==> src/rtl/handshake_constant_arbiter.sv <==
// Shared constant server: round-robin arbitration among NUM_REQ control channels,
// winner's constant and index delivered through one registered output slot.
module handshake_constant_arbiter #(
    parameter int                            DATA_WIDTH = 32,
    parameter int                            NUM_REQ    = 4,
    parameter int                            TAG_WIDTH  = 2,
    parameter logic [NUM_REQ*DATA_WIDTH-1:0] CONSTS     = '0
) (
    input  logic                  clk,
    input  logic                  rst,
    input  logic [NUM_REQ-1:0]    ctrl_valid,
    output logic [NUM_REQ-1:0]    ctrl_ready,
    output logic [DATA_WIDTH-1:0] outs,
    output logic [TAG_WIDTH-1:0]  outs_tag,
    output logic                  outs_valid,
    input  logic                  outs_ready
);

    localparam int PW = (NUM_REQ > 1) ? $clog2(NUM_REQ) : 1;

    logic                  r_full;
    logic [DATA_WIDTH-1:0] r_data;
    logic [TAG_WIDTH-1:0]  r_tag;
    logic [PW-1:0]         r_prio;

    logic [NUM_REQ-1:0]    w_valid;
    logic [NUM_REQ-1:0]    w_grant;
    logic [PW-1:0]         w_win;
    logic                  w_found;
    logic                  w_load;
    logic                  w_accept;
    logic [DATA_WIDTH-1:0] w_const;
    logic [PW-1:0]         w_prio_next;

    // Requests are masked while reset is held so no ready can leak out.
    assign w_valid    = rst ? {NUM_REQ{1'b0}} : ctrl_valid;
    assign w_load     = ~r_full | outs_ready;
    assign w_accept   = w_found & w_load;
    assign ctrl_ready = w_grant & {NUM_REQ{w_load}};

    assign outs       = r_data;
    assign outs_tag   = r_tag;
    assign outs_valid = r_full;

    // Round-robin search: requester i sits at offset k when prio+k wraps onto i.
    always_comb begin
        w_grant = '0;
        w_win   = '0;
        w_found = 1'b0;
        for (int k = 0; k < NUM_REQ; k++) begin
            for (int i = 0; i < NUM_REQ; i++) begin
                if (!w_found && w_valid[i] &&
                    ((int'(r_prio) + k == i) || (int'(r_prio) + k == i + NUM_REQ))) begin
                    w_found    = 1'b1;
                    w_grant[i] = 1'b1;
                    w_win      = PW'(i);
                end else begin
                    w_found = w_found;
                end
            end
        end
    end

    // Constant selection for the winner and the pointer advance past it.
    always_comb begin
        w_const = '0;
        for (int i = 0; i < NUM_REQ; i++) begin
            if (w_win == PW'(i)) begin
                w_const = CONSTS[i*DATA_WIDTH +: DATA_WIDTH];
            end else begin
                w_const = w_const;
            end
        end
        if (w_win == PW'(NUM_REQ - 1)) begin
            w_prio_next = '0;
        end else begin
            w_prio_next = w_win + PW'(1);
        end
    end

    // Output slot and pointer; an accept takes precedence over a plain drain.
    always_ff @(posedge clk or posedge rst) begin
        if (rst) begin
            r_full <= 1'b0;
            r_data <= '0;
            r_tag  <= '0;
            r_prio <= '0;
        end else if (w_accept) begin
            r_full <= 1'b1;
            r_data <= w_const;
            r_tag  <= TAG_WIDTH'(w_win);
            r_prio <= w_prio_next;
        end else if (outs_ready && r_full) begin
            r_full <= 1'b0;
        end else begin
            r_full <= r_full;
        end
    end

endmodule

==> config.mk <==
export PLATFORM = sky130hd
export DESIGN_NAME = handshake_constant_arbiter
export DESIGN_NICKNAME = d
export VERILOG_FILES = /design/src/rtl/handshake_constant_arbiter.sv
export SDC_FILE = /design/constraint.sdc
export NUM_CORES = 1
export LEC_CHECK = 0
export BUFFER_PORTS_ARGS = -buffer_cell sky130_fd_sc_hd__clkbuf_2
export CORE_MARGIN = 1.5
export CORE_UTILIZATION = 40
export CTS_BUF_LIST = sky130_fd_sc_hd__clkbuf_4
export CTS_CLUSTER_DIAMETER = 150
export CTS_CLUSTER_SIZE = 10
export DETAILED_ROUTE_END_ITERATION = 6
export PLACE_DENSITY = 0.77
export RECOVER_POWER = 100
export SLEW_MARGIN = 20
export SYNTH_ARGS = -nofsm -noshare
export SYNTH_HDL_FRONTEND = slang
export SYNTH_SLANG_ARGS = --single-unit
export TNS_END_PERCENT = 1
==> constraint.sdc <==
create_clock -name clk -period 1.8 [get_ports clk]
set_clock_uncertainty 0.15 [all_clocks]
set_input_delay 0.18 -clock clk [delete_from_list [all_inputs] [get_ports clk]]
set_output_delay 0.18 -clock clk [all_outputs]
set_load 0.02 [all_outputs]
=== Yosys cells after proc, flatten, opt, wreduce, memory -nomap -nowiden ===
Cells that the tools add are included.

* Equal/unequal tests: 25
* Add/subtract/negate cells: 4
* Bitwise operators: 4
* Reductions and logical operators: 64
* Multiplexer cells: 50

{| class="wikitable"
|+ Operators by type and width
! cell !! number
|-
| equality test 32 x 4 -> 1 bit, second input constant || 9
|-
| equality test 32 x 3 -> 1 bit, second input constant || 6
|-
| logical NOT 32 bit || 4
|-
| equality test 32 x 2 -> 1 bit, second input constant || 3
|-
| two-way mux 1 bit || 34
|-
| logical AND 1 bit || 32
|-
| two-way mux 2 bit || 15
|-
| logical NOT 1 bit || 15
|-
| logical OR 1 bit || 12
|-
| equality test 3 bit, second input constant || 3
|-
| adder 2 x 2 -> 3 bit, second input constant || 2
|-
| equality test 2 bit, second input constant || 3
|-
| bitwise AND 4 bit || 1
|-
| two-way mux 4 bit || 1
|-
| adder 2 x 1 -> 3 bit, second input constant || 1
|-
| adder 2 x 1 -> 2 bit, second input constant || 1
|-
| equality test 2 x 1 -> 1 bit, second input constant || 1
|-
| nonzero test 2 bit || 1
|-
| bitwise AND 1 bit || 1
|-
| inverter 1 bit || 1
|-
| bitwise OR 1 bit || 1
|}

* Register bits: 5

=== Logic depth before layout (Yosys ltp) ===
* Depth in word-level cells: 65
* Depth in mapped cells: 7

=== Least setup slack after synthesis ===
No wires, ideal clock.

* Path type: reg2out
* Start point: register r_prio[1]
* End point: output port ctrl_ready[1]
* Setup slack: -628 ps
* Buffers on the path: 0
* Data required time: 1470 ps
* Arrival: 2098 ps
* Cell stages (with the launch flop): 6
* Path through: dfrtp_1 > nand2b_1 > and4_4 > nor2_1 > inv_1 > a2111oi_0

* Longest elaborated chain between the ends: 56
* Elaborated cells on any way between the ends: 95
* Those cells by class: add/sub (3); eq/ne (20); mux (17); bitwise (1); reduce/logical (54)

{| class="wikitable"
|+ RTL lines
! what !! line !! RTL
|-
| from (decl) || 24 || <nowiki>logic [PW-1:0] r_prio;</nowiki>
|-
| from (signal assigned) || 92 || <nowiki>r_prio <= w_prio_next;</nowiki>
|-
| logical NOT 32 bit || 53 || <nowiki>((int'(r_prio) + k == i) || (int'(r_prio) + k == i + NUM_REQ))) begin</nowiki>
|-
| logical AND 1 bit || 52 || <nowiki>if (!w_found && w_valid[i] &&</nowiki>
|-
| two-way mux 1 bit || 52 ||
|-
| logical NOT 1 bit || 52 ||
|-
| logical AND 1 bit (2 in series) || 52 ||
|-
| two-way mux 1 bit || 52 ||
|-
| logical NOT 1 bit || 52 ||
|-
| logical AND 1 bit (2 in series) || 52 ||
|-
| (+36 left out) || -- ||
|-
| two-way mux 1 bit || 52 ||
|-
| logical NOT 1 bit || 52 ||
|-
| logical AND 1 bit (2 in series) || 52 ||
|-
| two-way mux 1 bit || 52 ||
|-
| logical NOT 1 bit || 52 ||
|-
| logical AND 1 bit (2 in series) || 52 ||
|-
| two-way mux 1 bit * || 52 ||
|-
| bitwise AND 4 bit * || 39 || <nowiki>assign ctrl_ready = w_grant & {NUM_REQ{w_load}};</nowiki>
|-
| to (decl) || 12 || <nowiki>output logic [NUM_REQ-1:0] ctrl_ready,</nowiki>
|}

Mark *: on every way between the ends. The rest lies on a longest branch, timed or not.

=== Worst setup path after layout ===
* Start point: register r_prio[1]
* End point: output port ctrl_ready[3]

* Longest elaborated chain between the ends: 64
* Elaborated cells on any way between the ends: 109
* Those cells by class: add/sub (3); eq/ne (24); mux (19); bitwise (1); reduce/logical (62)

{| class="wikitable"
|+ RTL lines
! what !! line
|-
| logical NOT 32 bit || 53
|-
| logical AND 1 bit || 52
|-
| two-way mux 1 bit || 52
|-
| logical NOT 1 bit || 52
|-
| logical AND 1 bit (2 in series) || 52
|-
| two-way mux 1 bit || 52
|-
| logical NOT 1 bit || 52
|-
| logical AND 1 bit (2 in series) || 52
|-
| (+44 left out) || --
|-
| two-way mux 1 bit || 52
|-
| logical NOT 1 bit || 52
|-
| logical AND 1 bit (2 in series) || 52
|-
| two-way mux 1 bit || 52
|-
| logical NOT 1 bit || 52
|-
| logical AND 1 bit (2 in series) || 52
|-
| two-way mux 1 bit * || 52
|-
| bitwise AND 4 bit * || 39
|}

Marks and branches as above.

==> impl_metrics.ini <==
[cts]
clkLatencyLatePin_ns = 0.25
cts.sinks = 5
cts_root_buf = clkbuf_4
cts_made_buffers = 3
cts_max_level = 1
cts_buffer_depth = 2
cts_tree = built
clk_pin_slew_ns = 0.05

[drt]
drc_errors = 0
wirelength_um = 2070
via_per_inst = 4.73
drt_first_pass_iters = 4
ant_nets = 0
first_iter_violations = 19
wire_per_inst_um = 12.6
vias = 775

[yosys]
synth-xor-area-share_pct = 0
synth_mux_area_share_pct = 5.71
yosysWarnings = 0
seq_area_frac_synth_pct = 15.8
async_flop_share_pct = 100
synth-adder-area-share_pct = 1.58
syn_area_per_cell_um2 = 7.97
ys_ff_latch = 5
yosys.area.top_type_share_pct = 30.4
syn-instance-count = 99
synth_edf_count = 0
synth_top_family_by_area = buffers and inverters
synthFlopType = dfrtp_1
synthesis.area_um2 = 790
synth-compound-area-share_pct = 21.6
yosysTopAreaCell = buf_4
synth-simple-area-share_pct = 19.7
yosys-top-cells-area = buf_4, dfrtp_1, mux2_4
ys_types = 34

[timing]
slew_viol_final = 0
period_share_pct = 116
hold_violations = 0
max_slew_margin_pct = 59.8
finalSetupViolations = 8
min_period_ns = 2.09
max_freq_mhz = 479
worst_slew_pin_slew_ns = 0.602
rsz0062_at_grt = true
finalWorstSetupSlack_ns = -0.289

[critical_path]
worstPathRequired_ns = 1.47
path_buf_inv = 2
worstSetupPathType = reg -> out
cp_cell_sequence = nand2b_4 > a311oi_4 > buf_4 > nor2_4 > a21oi_1 > nor2_1 > buf_4
arrival_ns = 1.76
cp_max_fo = 6
cp_top_family = flip-flops
slowest_delay_ns = 0.46
crit_path_end_kind = output port
crit_top_cell = buf_4
slowest_stage = dfrtp_2
cp-start-kind = register

[global_route]
grt_pass1_wl_um = 3140
grt-ovfl-total = 0
antenna_found_initial = 0
gr-usage-all-layers_pct = 20.2
grt_pass1_vias = 703
grt_max_degree = 9

[floorplanning]
fp.dieW_um = 47.4
dieArea_um2 = 2250
core_um2 = 1780
rows = 15
die_height_um = 47.4
initial_core_util_pct = 44.3
pin_count = 46

[min_path]
holdCritPathClass = in -> reg

[cells_and_area]
n_antenna_cell = 0
layout_common_cells = conb_1, buf_4, clkbuf_2
drive_above_1_share_pct = 47.5
utilization_pct = 61.1
fillers = 151
final_common_cell = conb_1
area_growth_pct = 38.0
nets = 148
multi_input_area_um2 = 604
regArea_um2 = 128

[power]
power.leakage_nw = 0.560
power_mw = 1.44
powerDensity_nw_per_um2 = 1320
ir_worst_vdd_mv = 0.863

[run_status]
violations = negative setup slack
status = complete, but fails checks

[run]
maxCapViolations = 0

[placement]
gp_congestion = 0.825
port_buffers = 13
hpwl_um = 1360
## report_power, final
part           switching, mW  total, mW  internal [mW]
combinational          0.528       1.07          0.546
sequential            0.0635      0.233          0.170
clock                 0.0520      0.133         0.0807
## flip-flops by register name, summed over array words and instances, names as in the netlist
register	cells
outs_tag	2
r_prio	2
outs_valid	1
## synthesized netlist by cell type (2+ instances only)
library cell  number
mux2_4             3
o21ai_0            5
buf_4             32
nor3_1             4
nand2b_1           7
a21oi_1            4
nor2b_1            4
dfrtp_1            5
nor2_1             6
a21o_1             2
inv_1              2
buf_2              3
## area by class of cell
type                    count  share of cell area (%)
flip-flops and latches      5                    11.7
repair buffers             41                    26.4
multi-input cells          86                    55.5
inverters                   3                    1.03
well taps                  25                    2.87
clock buffers               3                    2.07
clock inverters             1                   0.459
## cells by family after synthesis
group / count (synthesis)
buffers and inverters: 39
AOI/OAI and AO/OA: 23
other: 1
muxes: 3
adders and majority gates: 1
and+or+nand+nor: 27
DFF: 5
## routing by layer
metal | vias up | track usage, % | share of wire [%]
met5 | - | 0 | 0
met4 | 0 | 16.1 | 2.7
met3 | 6 | 3.02 | 6.8
met2 | 42 | 33.8 | 56
met1 | 371 | 22.7 | 34
li1 | 356 | - | -
## per-stage QoR
step	instances	worst slack, ns	TNS, ns	cell area [um2]	hold slack [ns]
final	164	-0.289	-1.75	1090	0.206
after global routing	164	-0.359	-2.27	1090	0.245
after CTS	164	-0.246	-1.69	1050	0.188
after floorplan	130	-0.122	-0.316	916	-0.00330
after detailed placement	152	-0.272	-1.27	896	0.138
after global placement	152	-0.204	-0.866	896	0.136
## final timing paths
| check | slack (ns) | end | start | cells after the start |
|---|---|---|---|---|
| max | -0.29 | ctrl_ready[3] | r_prio[1] | 7 |
| min | 0.21 | outs_valid | outs_ready | 3 |
| max reg2reg | -0.22 | r_prio[0] | r_prio[0] | 6 |
| min reg2reg | 0.36 | outs_tag[0] | outs_tag[0] | 1 |
| max in group asynchronous | 0.77 | r_prio[1] | rst | 4 |
| min in group asynchronous | 0.50 | outs_tag[0] | rst | 4 |
## tightest hold or removal path, cell delays in order
cell	delay (ns)
clkbuf_2	0.07
nor2b_1	0.12
nand2b_1	0.18
## what timing repair did
item,4_1_cts,5_1_grt
hold buffers,1,0
pin swaps,7,3
endpoints found under the hold margin,5,0
endpoints found under the setup margin,8,9
gates resized for setup,14,14
buffers inserted,7,0
(Power assumes the default switching activity.)
